File: config.mk
export PLATFORM = sky130hd
export DESIGN_NAME = pwm_meter
export DESIGN_NICKNAME = d
export VERILOG_FILES = /design/src/rtl/pwm_meter.sv
export SDC_FILE = /design/constraint.sdc
export NUM_CORES = 1
export LEC_CHECK = 0
export ABC_AREA = 1
export CORE_UTILIZATION = 40
export DETAILED_ROUTE_END_ITERATION = 8
export PLACE_DENSITY = 0.56
export SYNTH_ARGS = -nofsm -noshare
export SYNTH_HDL_FRONTEND = slang
export SYNTH_SLANG_ARGS = --single-unit
File: constraint.sdc
create_clock -name clk -period 10.5 [get_ports clk]
set_input_delay 1.575 -clock clk [delete_from_list [all_inputs] [get_ports clk]]
set_output_delay 1.575 -clock clk [all_outputs]
set_load 0.02 [all_outputs]
File: src/rtl/pwm_meter.sv
// Measures period and high time of an asynchronous PWM input and derives duty (%) and frequency (Hz).
// Latency: results and meas_valid appear 65 cycles after the capture (rise) cycle; the timeout report appears 1 cycle after detection.
// Backpressure: none; a rise that arrives while a division is in progress still restarts the counters, but its capture is dropped.
module pwm_meter #(
    parameter int CLK_HZ  = 50_000_000,
    parameter int CNT_W   = 24,
    parameter int TIMEOUT = 10_000_000
) (
    input  logic             clk,
    input  logic             rst_n,
    input  logic             pwm_in,
    output logic [CNT_W-1:0] period_cyc,
    output logic [CNT_W-1:0] high_cyc,
    output logic [6:0]       duty_pct,
    output logic [15:0]      freq_hz,
    output logic             meas_valid,
    output logic             no_signal,
    output logic             busy
);

    localparam logic [CNT_W-1:0] L_TIMEOUT = CNT_W'(TIMEOUT);
    localparam logic [CNT_W-1:0] L_ONE     = CNT_W'(1);
    localparam logic [31:0]      L_CLK_HZ  = 32'(CLK_HZ);

    typedef enum logic [1:0] {
        S_IDLE     = 2'd0,
        S_DIV_DUTY = 2'd1,
        S_DIV_FREQ = 2'd2,
        S_DONE     = 2'd3
    } state_t;

    state_t           r_state;
    logic             r_sync1;
    logic             r_pwm_s;
    logic             r_pwm_d;
    logic [CNT_W-1:0] r_cnt;
    logic [CNT_W-1:0] r_hcnt;
    logic             r_armed;
    logic             r_to_fired;
    logic [CNT_W-1:0] r_p;
    logic [CNT_W-1:0] r_h;
    logic [31:0]      r_num;
    logic [31:0]      r_rem;
    logic [31:0]      r_den;
    logic [4:0]       r_bit;
    logic [6:0]       r_duty;

    logic             w_rise;
    logic [CNT_W-1:0] w_h_cap;
    logic [31:0]      w_duty_num;
    logic             w_timeout;
    logic [32:0]      w_rem_sh;
    logic             w_ge;
    logic [31:0]      w_rem_nx;
    logic [31:0]      w_num_nx;
    logic [6:0]       w_duty_sat;
    logic [15:0]      w_freq_sat;

    assign w_rise     = r_pwm_s & ~r_pwm_d;
    // High count can exceed the period only when both have saturated differently.
    assign w_h_cap    = (r_hcnt < r_cnt) ? r_hcnt : r_cnt;
    assign w_duty_num = 32'(w_h_cap) * 32'd100;
    // Fires once per stuck episode; a rise in the same cycle takes priority.
    assign w_timeout  = (r_cnt == L_TIMEOUT) && !r_to_fired && !w_rise;

    // One restoring-divider step: shift in the next dividend bit, subtract if it fits.
    assign w_rem_sh   = {r_rem, r_num[31]};
    assign w_ge       = (w_rem_sh >= {1'b0, r_den});
    assign w_rem_nx   = w_ge ? 32'(w_rem_sh - {1'b0, r_den}) : w_rem_sh[31:0];
    assign w_num_nx   = {r_num[30:0], w_ge};
    assign w_duty_sat = (w_num_nx > 32'd100)   ? 7'd100    : w_num_nx[6:0];
    assign w_freq_sat = (w_num_nx > 32'd65535) ? 16'hFFFF  : w_num_nx[15:0];

    assign busy = (r_state != S_IDLE);

    // Two-flop synchronizer plus one delay stage for rising-edge detection.
    always_ff @(posedge clk or negedge rst_n) begin
        if (!rst_n) begin
            r_sync1 <= 1'b0;
            r_pwm_s <= 1'b0;
            r_pwm_d <= 1'b0;
        end else begin
            r_sync1 <= pwm_in;
            r_pwm_s <= r_sync1;
            r_pwm_d <= r_pwm_s;
        end
    end

    // Period and high-time counters, restarted by every rise and saturating at the timeout.
    always_ff @(posedge clk or negedge rst_n) begin
        if (!rst_n) begin
            r_cnt  <= '0;
            r_hcnt <= '0;
        end else if (w_rise) begin
            r_cnt  <= L_ONE;
            r_hcnt <= L_ONE;
        end else begin
            if (r_cnt < L_TIMEOUT) begin
                r_cnt <= r_cnt + L_ONE;
            end
            if (r_pwm_s && (r_hcnt < L_TIMEOUT)) begin
                r_hcnt <= r_hcnt + L_ONE;
            end
        end
    end

    // Capture, two sequential divisions and registered result/timeout reporting.
    always_ff @(posedge clk or negedge rst_n) begin
        if (!rst_n) begin
            r_state    <= S_IDLE;
            r_armed    <= 1'b0;
            r_to_fired <= 1'b0;
            r_p        <= '0;
            r_h        <= '0;
            r_num      <= '0;
            r_rem      <= '0;
            r_den      <= '0;
            r_bit      <= '0;
            r_duty     <= '0;
            period_cyc <= '0;
            high_cyc   <= '0;
            duty_pct   <= '0;
            freq_hz    <= '0;
            meas_valid <= 1'b0;
            no_signal  <= 1'b0;
        end else begin
            meas_valid <= 1'b0;
            case (r_state)
                S_IDLE: begin
                    if (w_rise) begin
                        if (!r_armed) begin
                            r_armed <= 1'b1;
                        end else begin
                            r_p     <= r_cnt;
                            r_h     <= w_h_cap;
                            r_num   <= w_duty_num;
                            r_rem   <= '0;
                            r_den   <= 32'(r_cnt);
                            r_bit   <= '0;
                            r_state <= S_DIV_DUTY;
                        end
                    end else if (w_timeout) begin
                        period_cyc <= '0;
                        high_cyc   <= '0;
                        freq_hz    <= '0;
                        duty_pct   <= r_pwm_s ? 7'd100 : 7'd0;
                        no_signal  <= 1'b1;
                        meas_valid <= 1'b1;
                        r_armed    <= 1'b0;
                        r_to_fired <= 1'b1;
                    end
                end
                S_DIV_DUTY: begin
                    r_num <= w_num_nx;
                    r_rem <= w_rem_nx;
                    r_bit <= r_bit + 5'd1;
                    if (r_bit == 5'd31) begin
                        // Divisor (period) is reused; reload the dividend with the clock rate.
                        r_duty  <= w_duty_sat;
                        r_num   <= L_CLK_HZ;
                        r_rem   <= '0;
                        r_state <= S_DIV_FREQ;
                    end
                end
                S_DIV_FREQ: begin
                    r_num <= w_num_nx;
                    r_rem <= w_rem_nx;
                    r_bit <= r_bit + 5'd1;
                    if (r_bit == 5'd31) begin
                        // Results land on entry to DONE so meas_valid is high during DONE.
                        period_cyc <= r_p;
                        high_cyc   <= r_h;
                        duty_pct   <= r_duty;
                        freq_hz    <= w_freq_sat;
                        no_signal  <= 1'b0;
                        meas_valid <= 1'b1;
                        r_to_fired <= 1'b0;
                        r_state    <= S_DONE;
                    end
                end
                S_DONE: begin
                    r_state <= S_IDLE;
                end
                default: begin
                    r_state <= S_IDLE;
                end
            endcase
        end
    end

endmodule

# Word level (Yosys, flattened, before mapping)

Cells that the tools add are included.

Word-level logic and storage cells: 113
Input bits: 3
Flip-flop bits (word level): 251
Output and inout bits: 74

Equality and inequality tests: 11
Multiply operators: 1
Bitwise gates (word level): 2
Reductions and logical operators: 21
Add/subtract/negate cells: 4
Muxes and demuxes: 49
$lt $le $gt $ge: 6

Operators with widths:

| kind                                                 | count |
|---|---|
| 2-to-1 mux 32 bit                                    | 7 |
| 2-to-1 mux 24 bit                                    | 9 |
| case mux 32 bit (3 select lines)                     | 2 |
| case mux 24 bit (2 select lines)                     | 2 |
| 2-to-1 mux 16 bit                                    | 4 |
| adder 24 x 1 -> 24 bit, second input constant        | 2 |
| less-than comparator 24 bit, second input constant   | 2 |
| 2-to-1 mux 7 bit                                     | 5 |
| >= comparator 33 x 24 -> 1 bit                       | 1 |
| > comparator 32 x 16 -> 1 bit, second input constant | 1 |
| > comparator 32 x 7 -> 1 bit, second input constant  | 1 |
| case mux 16 bit (2 select lines)                     | 1 |
| subtractor 32 x 24 -> 32 bit                         | 1 |
| multiplier 24 x 5 -> 29 bit, second input constant   | 1 |
| == test 24 bit, second input constant                | 1 |
| less-than comparator 24 bit                          | 1 |
| case mux 7 bit (2 select lines)                      | 1 |
| != test 2 bit, second input constant                 | 6 |
| nonzero test 2 bit                                   | 6 |
| 2-to-1 mux 5 bit                                     | 2 |
| case mux 5 bit (2 select lines)                      | 1 |
| AND reduction 3 bit                                  | 3 |
| 2-to-1 mux 1 bit                                     | 8 |
| 2-to-1 mux 2 bit                                     | 4 |
| 15 further kinds                                     | 22 |

# Depth between registers and ports, before layout

Gate-level depths: netlist (run 1).

Depth after elaboration: 7
Depth in mapped cells: 30

# Worst setup path before layout (run 1)

Ideal clock, no wire load.

Kind: register to register
From: register r_cnt[11]
To: register r_num[13]
Library setup time: 0.129 ns
Slack: 5.567 ns
Required time: 10.371 ns
Data arrival time: 4.805 ns
Buffers on the path: 2
Stages on the path, launching flop included: 24
Clock period less this slack: 4.933 ns
Cell sequence: dfrtp_1 clkbuf_1 inv_1 ha_1 a21oi_1 o21a_1 o21ai_0 a21oi_2 clkbuf_1 nand3_1 and2_1 ha_1 ha_1 inv_1 fa_1 inv_1 ha_1 a21oi_1 nand2_1 a21boi_0 o21ai_0 or2_2 nand3_1 a31oi_1

Longest elaborated chain between the ends: 6

Ends and longest elaborated chain:

| what                             | line | text |
|---|---|---|
| from (decl)                      | 36   | `logic [CNT_W-1:0] r_cnt;` |
| from (signal assigned)           | 99   | `r_cnt <= r_cnt + L_ONE;` |
| less-than comparator 24 bit      | 61   | `assign w_h_cap = (r_hcnt < r_cnt) ? r_hcnt : r_cnt;` |
| 2-to-1 mux 24 bit                | 61   |  |
| net w_h_cap[3]                   | 49   | `logic [CNT_W-1:0] w_h_cap;` |
| multiplier 24 x 5 -> 29 bit      | 62   | `assign w_duty_num = 32'(w_h_cap) * 32'd100;` |
| 2-to-1 mux 32 bit                | 131  | `if (!r_armed) begin` |
| 2-to-1 mux 32 bit                | 130  | `if (w_rise) begin` |
| case mux 32 bit (3 select lines) | 128  | `case (r_state)` |
| to (signal assigned)             | 136  | `r_num <= w_duty_num;` |
| to (signal assigned)             | 154  | `r_num <= w_num_nx;` |
| to (signal assigned)             | 166  | `r_num <= w_num_nx;` |
| to (decl)                        | 42   | `logic [31:0] r_num;` |

The timed path passes the listed nets, and every way through them passes these cells. The select of a mux whose other input is x is not followed.
A chain may end at the register's enable or synchronous reset.

# Worst setup path after layout (run 1)

From: register r_cnt[15]
To: register r_num[13]

Longest elaborated chain between the ends: 6

Ends and longest elaborated chain:

| what                             | line |
|---|---|
| less-than comparator 24 bit      | 61 |
| 2-to-1 mux 24 bit                | 61 |
| multiplier 24 x 5 -> 29 bit      | 62 |
| 2-to-1 mux 32 bit                | 131 |
| 2-to-1 mux 32 bit                | 130 |
| case mux 32 bit (3 select lines) | 128 |

Every way passes these cells. The select of a mux whose other input is x is not followed.

==> impl_metrics.env, run 1 <==
export IMPL_setup_viol_count_final=0
export IMPL_syn_num_nets=2387
export IMPL_ys_warn_count=0
export IMPL_wire_per_inst_um=18.02
export IMPL_path_clk_slew_ps=60
export IMPL_finish_utilization_pct=46.27
export IMPL_synthArstFlopShare_pct=100.0
export IMPL_synthCells=2232
export IMPL_critical_path_class="reg -> reg"
export IMPL_numCtsBuffers=30
export IMPL_die_y_um=206.7
export IMPL_ys_seq_area_share_pct=37.47
export IMPL_synth_edf_count=0
export IMPL_fin_nets=2434
export IMPL_io_buffers=76
export IMPL_drt_iter0_drc=1112
export IMPL_die_area_sq_um=42720
export IMPL_crit_arrival_ps=7150
export IMPL_grt_max_degree=112
export IMPL_wirelength_um=51020
export IMPL_synth_compound_area_share_pct=11.17
export IMPL_fillers=4173
export IMPL_area_growth_pct=13.47
export IMPL_drt_vias_per_instance=5.323
export IMPL_syn_avg_cell_area_sq_um=7.509
export IMPL_hpwlAfterDp_um=38600
export IMPL_tightestPinTransition_ps=1124
export IMPL_worst_r2r_path_depth=23
export IMPL_ctsResizeCount=0
export IMPL_rows=74
export IMPL_htree_levels=1
export IMPL_root_buffer="clkbuf_16"
export IMPL_drive_gt1_share_pct=4.219
export IMPL_period_share_pct=63.97
export IMPL_cts_setup_buffers=0
export IMPL_cts_tree="yes"
export IMPL_ant_nets=0
export IMPL_synthMuxAreaShare_pct=0
export IMPL_worst_slack_ps=3783
export IMPL_holdCritPathClass="reg -> reg"
export IMPL_drv_slew=0
export IMPL_cts_max_path_buffers=3
export IMPL_synthSimpleGateAreaFrac_pct=28.96
export IMPL_rsz0062_at_grt="false"
export IMPL_fmax_ghz=0.1489
export IMPL_crit_start="r_cnt[15]"
export IMPL_gp_congestion=0.9248
export IMPL_ys_flop_type="dfrtp_1"
export IMPL_antenna_found_initial=0
export IMPL_timing_rr_start="r_cnt[15]"
export IMPL_netlist_area_sq_um=16760
export IMPL_synth_top_family_by_area="simple AND/OR/NAND/NOR gates"
export IMPL_rrSetupSlack_ps=3780
export IMPL_route_detailed_drc=6
export IMPL_grt_total_usage_pct=24.52
export IMPL_synthAdderAreaFrac_pct=12.24
export IMPL_synth_cell_types=52
export IMPL_end_kind="flop"
export IMPL_slew_headroom_pct=24.88
export IMPL_antennaDiodeCount=0
export IMPL_drtPass1Iterations=9
export IMPL_synthXorXnorAreaFrac_pct=2.874
export IMPL_ios=77
export IMPL_start_kind="flop"
export IMPL_crit_fanout=25
export IMPL_grt_pass1_vias=14750
export IMPL_cts_sinks=251
export IMPL_dp_slack_ps=3920
export IMPL_status="complete, but fails checks"
export IMPL_vias=15070
export IMPL_reg2reg_to="r_num[13]"
export IMPL_fp_coreArea_sq_um=41110
export IMPL_fin_worst_skew_ps=29.16
export IMPL_start_util_pct=40.77
export IMPL_required_ps=10930
export IMPL_maxCapViolCount=0
export IMPL_die_w_um=206.7
export IMPL_whs_ps=346.1
export IMPL_critical_path_endpoint="r_num[13]"
export IMPL_grt_overflow_total=0
export IMPL_period_needed_ps=6717
export IMPL_synth_seq_cells=251
export IMPL_fin_tns_setup_ps=0
export IMPL_clkLatencyLatePin_ps=600
export IMPL_violations="DRC"
export IMPL_grt_pass1_wl_um=81940
export IMPL_hold_viol=0
export IMPL_holdBufCountCts=0
[placed cells by master, fill, tap and decap left out, types with 11 or more instances in the layout]
master,n
and2_1,21
nor3_1,44
a31oi_1,11
o21ai_0,153
o31ai_1,16
clkbuf_16,30
nand4_1,48
nor2_1,151
a21oi_1,97
nand3_1,157
o21ai_1,25
ha_1,132
inv_1,222
xor2_1,42
nand2_1,659
o211ai_1,14
dfrtp_1,251
xnor2_1,13
fa_1,20
nor4_1,15
clkdlybuf4s50_1,75
[worst min-delay path by stage]
stage             from  endpoint  slack, ps  depth (start not counted)
3_3_place_gp   r_sync1   r_pwm_s        330                          0
4_1_cts        r_sync1   r_pwm_s        350                          0
3_5_place_dp   r_sync1   r_pwm_s        340                          0
6_report       r_sync1   r_pwm_s        350                          0
2_1_floorplan  r_sync1   r_pwm_s        330                          0
5_1_grt        r_sync1   r_pwm_s        360                          0
[synthesized netlist by cell type, types with 4 or more instances]
cell type / count / share of area (%)
nand2_1: 659 / 15
dfrtp_1: 251 / 37
inv_1: 222 / 5.0
nand3_1: 157 / 4.7
o21ai_0: 153 / 4.6
nor2_1: 152 / 3.4
ha_1: 132 / 9.9
a21oi_1: 97 / 2.9
nand4_1: 48 / 1.8
nor3_1: 44 / 1.3
xor2_1: 42 / 2.2
clkbuf_1: 39 / 0.87
o21ai_1: 26 / 0.78
and2_1: 21 / 0.78
fa_1: 20 / 2.4
buf_2: 19 / 0.57
o31ai_1: 16 / 0.72
nor4_1: 15 / 0.56
o211ai_1: 14 / 0.63
xnor2_1: 13 / 0.68
a31oi_1: 11 / 0.41
or2_2: 9 / 0.34
buf_6: 8 / 0.54
nand3b_1: 6 / 0.27
o21bai_1: 6 / 0.27
inv_2: 5 / 0.11
nor2_2: 5 / 0.19
o22ai_1: 4 / 0.15
[through the flow]
stage / cell area [sq um] / instances
2_1_floorplan: 16760 / 2232
3_3_place_gp: 17940 / 2779
3_5_place_dp: 17940 / 2779
4_1_cts: 19020 / 2831
5_1_grt: 19020 / 2831
6_report: 19020 / 2831
[cells by family after synthesis]
group | Yosys count
and+or+nand+nor | 1131
adders and majority gates | 152
xor gates and xnor gates | 55
buffers and inverters | 301
AOI/OAI and AO/OA | 342
DFF | 251
[sequential cells by signal, summed over array words and instances, names as in the netlist, 24 cells and up]
name and count:
r_rem 32, r_h 24, r_cnt 24, r_hcnt 24, high_cyc 24, period_cyc 24
r_den 24, r_num 32
[critical path, stage by stage (launching register included)]
cell	delay, ps
dfrtp_1	490
inv_1	150
ha_1	350
nand2_1	80
nor2_1	40
a211oi_1	190
o21ai_0	150
a21oi_2	880
nand2_1	790
nand2_1	310
and2_1	190
ha_1	240
ha_1	280
inv_1	50
fa_1	490
inv_1	40
ha_1	350
a21oi_1	170
nand2_1	110
a21boi_0	420
o21ai_0	280
or2_2	330
nand3_1	70
a31oi_1	80
[layout make-up]
cell class	count	area (sq um)	area share, %
clock inverter	18	281.5	1.480
clock buffer	34	795.8	4.184
timing repair buffer	86	840.8	4.421
sequential	251	6281	33.02
multi-input combinational	1680	9291	48.85
inverter	230	863.3	4.539
tap	532	665.6	3.500
[per-layer routing]
layer | vias up | part of all wire [%] | GRT usage [%]
met5 | - | 0 | 0
met4 | 0 | 3.0 | 7.091
met3 | 91 | 4.3 | 2.794
met2 | 385 | 43 | 37.57
met1 | 7154 | 49 | 36.22
li1 | 7440 | - | -
Power of run 1 is not shown: default switching activity piles up to over one toggle a cycle in this logic, so the estimate is an artifact.
==> run 2: changes to the inputs <==
--- a/config.mk
+++ b/config.mk
@@ -8,7 +8,7 @@
 export ABC_AREA = 1
 export CORE_UTILIZATION = 40
 export DETAILED_ROUTE_END_ITERATION = 8
-export PLACE_DENSITY = 0.56
+export PLACE_DENSITY = 0.58
 export SYNTH_ARGS = -nofsm -noshare
 export SYNTH_HDL_FRONTEND = slang
 export SYNTH_SLANG_ARGS = --single-unit
==> constraint.sdc (replaced) <==
create_clock -name clk -period 5.5 [get_ports clk]
set_input_delay 0.825 -clock clk [delete_from_list [all_inputs] [get_ports clk]]
set_output_delay 0.825 -clock clk [all_outputs]
set_load 0.02 [all_outputs]
==> run 2 against run 1 <==
Against the previous run: the flow still finishes with violations (DRC); global-route usage fell by 0.37 points; cell area up 0.84%; setup slack worse by 3500 ps; die area stayed put.
==> impl_metrics.env, run 2 (synthesis gave the netlist of run 1 again) <==
export IMPL_status="complete, but fails checks"
export IMPL_violations="DRC"
export IMPL_grt_max_degree=118
export IMPL_slew_headroom_pct=42.91
export IMPL_route_detailed_drc=6
export IMPL_rows=74
export IMPL_wirelength_um=50480
export IMPL_crit_arrival_ps=5640
export IMPL_die_w_um=206.7
export IMPL_grt_util_met3_pct=3.030
export IMPL_end_kind="flop"
export IMPL_clkLatencyLatePin_ps=580
export IMPL_tightestPinTransition_ps=854.2
export IMPL_path_clk_slew_ps=60
export IMPL_holdCritPathClass="in -> async"
export IMPL_htree_levels=1
export IMPL_final_common_cell="nand2_1"
export IMPL_drt_vias_per_instance=5.317
export IMPL_ant_nets=0
export IMPL_grtUsageMet1_pct=34.95
export IMPL_start_kind="flop"
export IMPL_period_share_pct=94.32
export IMPL_reg_largest_list="r_num: 32 flops, r_rem: 32 flops"
export IMPL_start_util_pct=40.77
export IMPL_cts_sinks=251
export IMPL_vias=15200
export IMPL_fillers=4168
export IMPL_drv_slew=0
export IMPL_root_buffer="clkbuf_16"
export IMPL_layout_common_cells="nand2_1 (658), dfrtp_1 (251), inv_1 (222), nand3_1 (157), nor2_1 (151)"
export IMPL_grt_total_usage_pct=24.14
export IMPL_hold_viol=0
export IMPL_setup_viol_count_final=0
export IMPL_fin_tns_setup_ps=0
export IMPL_worst_r2r_path_depth=26
export IMPL_critical_path_class="reg -> reg"
export IMPL_crit_fanout=12
export IMPL_fin_worst_skew_ps=14.22
export IMPL_grt_pass1_vias=14710
export IMPL_antenna_found_initial=0
export IMPL_crit_cells=26
export IMPL_grt_pass1_wl_um=80900
export IMPL_gp_congestion=0.9596
export IMPL_grt_busiest_layer="met2"
export IMPL_critPathTopFamily="adder cells"
export IMPL_period_needed_ps=5188
export IMPL_slowest_delay_ps=460
export IMPL_wire_per_inst_um=17.66
export IMPL_antennaDiodeCount=0
export IMPL_grt_overflow_total=0
export IMPL_die_y_um=206.7
export IMPL_holdBufCountCts=0
export IMPL_die_area_sq_um=42720
export IMPL_io_buffers=76
export IMPL_ios=77
export IMPL_cts_max_path_buffers=3
export IMPL_fin_nets=2461
export IMPL_drt_iter0_drc=1128
export IMPL_gr_usage_met2_pct=37.40
export IMPL_path_buf_inv=3
export IMPL_numCtsBuffers=30
export IMPL_required_ps=5950
export IMPL_path_common_cell="nand2_1"
export IMPL_crit_slowest_cell="fa_1"
export IMPL_drive_gt1_share_pct=5.801
export IMPL_hpwlAfterDp_um=38340
export IMPL_cts_tree="yes"
export IMPL_fp_coreArea_sq_um=41110
export IMPL_fmax_ghz=0.1928
export IMPL_maxCapViolCount=0
export IMPL_area_growth_pct=14.43
export IMPL_finish_utilization_pct=46.66
export IMPL_drtPass1Iterations=8
-- run 2: through the flow --
| step | area (sq um) | std cells | setup slack, ps | hold WS (ps) |
|---|---|---|---|---|
| floorplan | 16760 | 2232 | 566.6 | 331.2 |
| global placement | 18140 | 2804 | 285.1 | 336.9 |
| detailed placement | 18140 | 2804 | 220.5 | 340.5 |
| CTS | 19120 | 2857 | 187.4 | 268.6 |
| global route | 19180 | 2859 | -12.03 | 294.4 |
| finish | 19180 | 2859 | 312.3 | 249.4 |
-- run 2: what timing repair did --
action	in CTS	in global routing
resized for setup	0	19
setup endpoints to repair	0	17
setup buffers	0	1
-- run 2: final timing paths --
check                            end  startpoint  slack, ps
setup / recovery           r_num[26]   r_cnt[13]        310
hold / removal             r_rem[29]       rst_n        250
setup reg to reg           r_num[26]   r_cnt[13]        310
hold reg to reg              r_pwm_s     r_sync1        350
max in group asynchronous    r_h[20]       rst_n       4090
min in group clk             r_pwm_s     r_sync1        350
-- run 2: cell type report --
type / count / area, sq um / area share [%]
clock buffers: 36 / 814.5 / 4.247
flip-flops and latches: 251 / 6281 / 32.75
multi-input cells: 1680 / 9335 / 48.67
clock inverters: 17 / 162.7 / 0.8481
well taps: 532 / 665.6 / 3.471
inverters: 230 / 863.3 / 4.501
repair buffers: 113 / 1057 / 5.512
-- run 2: per-layer routing --
| metal | vias up | wire, um | part of all wire (%) |
|---|---|---|---|
| li1 | 7506 | - | - |
| met1 | 7180 | 24610 | 49 |
| met2 | 415 | 21910 | 43 |
| met3 | 100 | 2448 | 4.8 |
| met4 | 0 | 1517 | 3.0 |
| met5 | - | 0 | 0 |
Power of run 2 is left out for the same reason.
==> run 3: changes to the inputs <==
--- a/config.mk
+++ b/config.mk
@@ -8,6 +8,7 @@
 export ABC_AREA = 1
 export CORE_UTILIZATION = 40
 export DETAILED_ROUTE_END_ITERATION = 8
+export GPL_TIMING_DRIVEN = 0
 export PLACE_DENSITY = 0.58
 export SYNTH_ARGS = -nofsm -noshare
 export SYNTH_HDL_FRONTEND = slang
==> run 3 against run 2 <==
Against the previous run: the flow still finishes with violations (DRC); flip-flop and latch count is the same; setup slack gained 32 ps; register-to-register slack gained 30 ps; clock skew grew 0.58 ps; count of clock-buffer cells in the layout grew 6; non-clock buffer count grew 39; critical path depth shrank 2; via count grew 2.1%; final cell count grew 1.5%; first-iteration DRC count grew 20%; global-route usage grew 1.2 points; highest routed layer unchanged.
==> impl_metrics.env, run 3 (synthesis gave the netlist of run 1 again) <==
export IMPL_grt_max_degree=97
export IMPL_period_share_pct=93.74
export IMPL_htree_levels=1
export IMPL_tightestPinTransition_ps=960.9
export IMPL_crit_arrival_ps=5610
export IMPL_drtPass1Iterations=8
export IMPL_drt_iter0_drc=1354
export IMPL_grt_pass1_wl_um=83910
export IMPL_dp_cells=2842
export IMPL_required_ps=5960
export IMPL_wl_met1_um=24870
export IMPL_root_buffer="clkbuf_16"
export IMPL_numCtsBuffers=30
export IMPL_wl_met2_um=24090
export IMPL_violations="DRC"
export IMPL_slew_headroom_pct=35.93
export IMPL_io_buffers=76
export IMPL_reg_largest_list="r_num: 32 flops, r_rem: 32 flops"
export IMPL_rows=74
export IMPL_hold_viol=0
export IMPL_cts_max_path_buffers=3
export IMPL_whs_ps=183.8
export IMPL_wl_met3_um=2733
export IMPL_crit_slowest_cell="fa_1"
export IMPL_antennaDiodeCount=0
export IMPL_dp_slack_ps=-442.5
export IMPL_path_clk_slew_ps=60
export IMPL_rsz0062_at_grt="false"
export IMPL_ios=77
export IMPL_die_w_um=206.7
export IMPL_fp_coreArea_sq_um=41110
export IMPL_status="complete, but fails checks"
export IMPL_grt_overflow_total=0
export IMPL_drt_vias_per_instance=5.352
export IMPL_setup_viol_count_final=0
export IMPL_layout_common_cells="nand2_1 (656), dfrtp_1 (247), inv_1 (220), nand3_1 (156), nor2_1 (152)"
export IMPL_path_buf_inv=3
export IMPL_wire_per_inst_um=18.35
export IMPL_area_growth_pct=16.07
export IMPL_holdCritPathClass="in -> async"
export IMPL_path_cells="inv_2, ha_1, a21oi_1, nor2_1, a211oi_2, o21ai_1, a21oi_2, buf_4, clkbuf_2, nand3_1, and2_2, ha_1, ha_1, fa_1, ha_1, a21oi_2, nand2_1, a21oi_2, nand2_1, nand2_1, nand2_1, or2_2, nand3_1, nand3_1"
export IMPL_grt_pass1_vias=15120
export IMPL_slowest_delay_ps=460
export IMPL_vias=15530
export IMPL_drv_slew=0
export IMPL_critPathTopFamily="adder cells"
export IMPL_end_kind="flop"
export IMPL_fin_cells=2901
export IMPL_route_detailed_drc=6
export IMPL_worst_slack_ps=344.4
export IMPL_routed_top_layer="met4"
export IMPL_fin_nets=2500
export IMPL_fin_worst_skew_ps=14.79
export IMPL_final_common_cell="nand2_1"
export IMPL_drive_gt1_share_pct=6.585
export IMPL_die_y_um=206.7
export IMPL_cts_sinks=251
export IMPL_start_kind="flop"
export IMPL_clkLatencyLatePin_ps=580
export IMPL_ant_nets=0
export IMPL_die_area_sq_um=42720
export IMPL_start_util_pct=40.77
export IMPL_grt_total_usage_pct=25.35
export IMPL_wirelength_um=53220
export IMPL_cts_tree="yes"
export IMPL_crit_fanout=10
export IMPL_antenna_found_initial=0
export IMPL_hpwlAfterDp_um=41610
export IMPL_maxCapViolCount=0
export IMPL_period_needed_ps=5156
export IMPL_critical_path_class="reg -> reg"
export IMPL_fmax_ghz=0.1940
export IMPL_gp_congestion=0.9537
export IMPL_holdBufCountCts=0
-- run 3: cell types whose count changed in the layout (fill, tap and decap cells not counted), moves of 5 or more --
| cell | previous run | this run |
|---|---|---|
| and2_1 | 18 | 12 |
| and2_2 | 3 | 9 |
| buf_2 | 1 | 19 |
| buf_4 | 34 | 5 |
| buf_6 | 1 | 8 |
| clkbuf_1 | 3 | 38 |
| clkbuf_8 | 2 | 7 |
-- run 3: path summary, 6_finish.rpt --
kind	start	to	slack (ps)	depth (start not counted)
worst min register to register	r_sync1	r_pwm_s	360	0
min in group clk	r_sync1	r_pwm_s	360	0
worst min-delay path	rst_n	r_rem[30]	180	1
worst max register to register	r_cnt[13]	r_num[26]	340	24
max in group asynchronous	rst_n	high_cyc[8]	4390	2
worst max-delay path	r_cnt[13]	r_num[26]	340	24
-- run 3: metrics by stage --
stage          TNS (ps)  area [sq um]  util [%]
2_1_floorplan         0         16760         -
3_3_place_gp   -1873750         18190     44.24
3_5_place_dp      -3436         18250     44.40
4_1_cts               0         19370     47.13
5_1_grt               0         19450     47.32
6_report              0         19450     47.32
-- run 3: metal layers --
metal  track usage (%)  vias up
met3             3.218       87
met4             7.273        0
met5                 0        -
met1             35.81     7432
li1                  -     7595
met2             40.60      411
-- run 3: cell type report --
cell class                 instances  area [sq um]
buffer                            70         362.8
sequential                       251          6286
timing repair buffer              82         850.8
fill                            4178         21650
inverter                         230         863.3
multi-input combinational       1680          9333
clock buffer                      42         887.1
clock inverter                    14         206.4
tap                              532         665.6
-- run 3: repair_timing --
item | in CTS | in global routing
endpoints found under the hold margin | 0 | 0
buffers inserted | 2 | 2
pin swaps | 1 | 2
setup endpoints to repair | 18 | 17
gates resized for setup | 8 | 36
-- run 3: worst register-to-register path, delay by kind of cell, from the launching register on --
kind / cells / cell delay, ps
AOI/OAI and AO/OA: 6 / 1060
adders and majority gates: 5 / 1840
buffers and inverters: 3 / 450
DFF: 1 / 440
and+or+nand+nor: 10 / 1250
Power of run 3 is left out for the same reason.
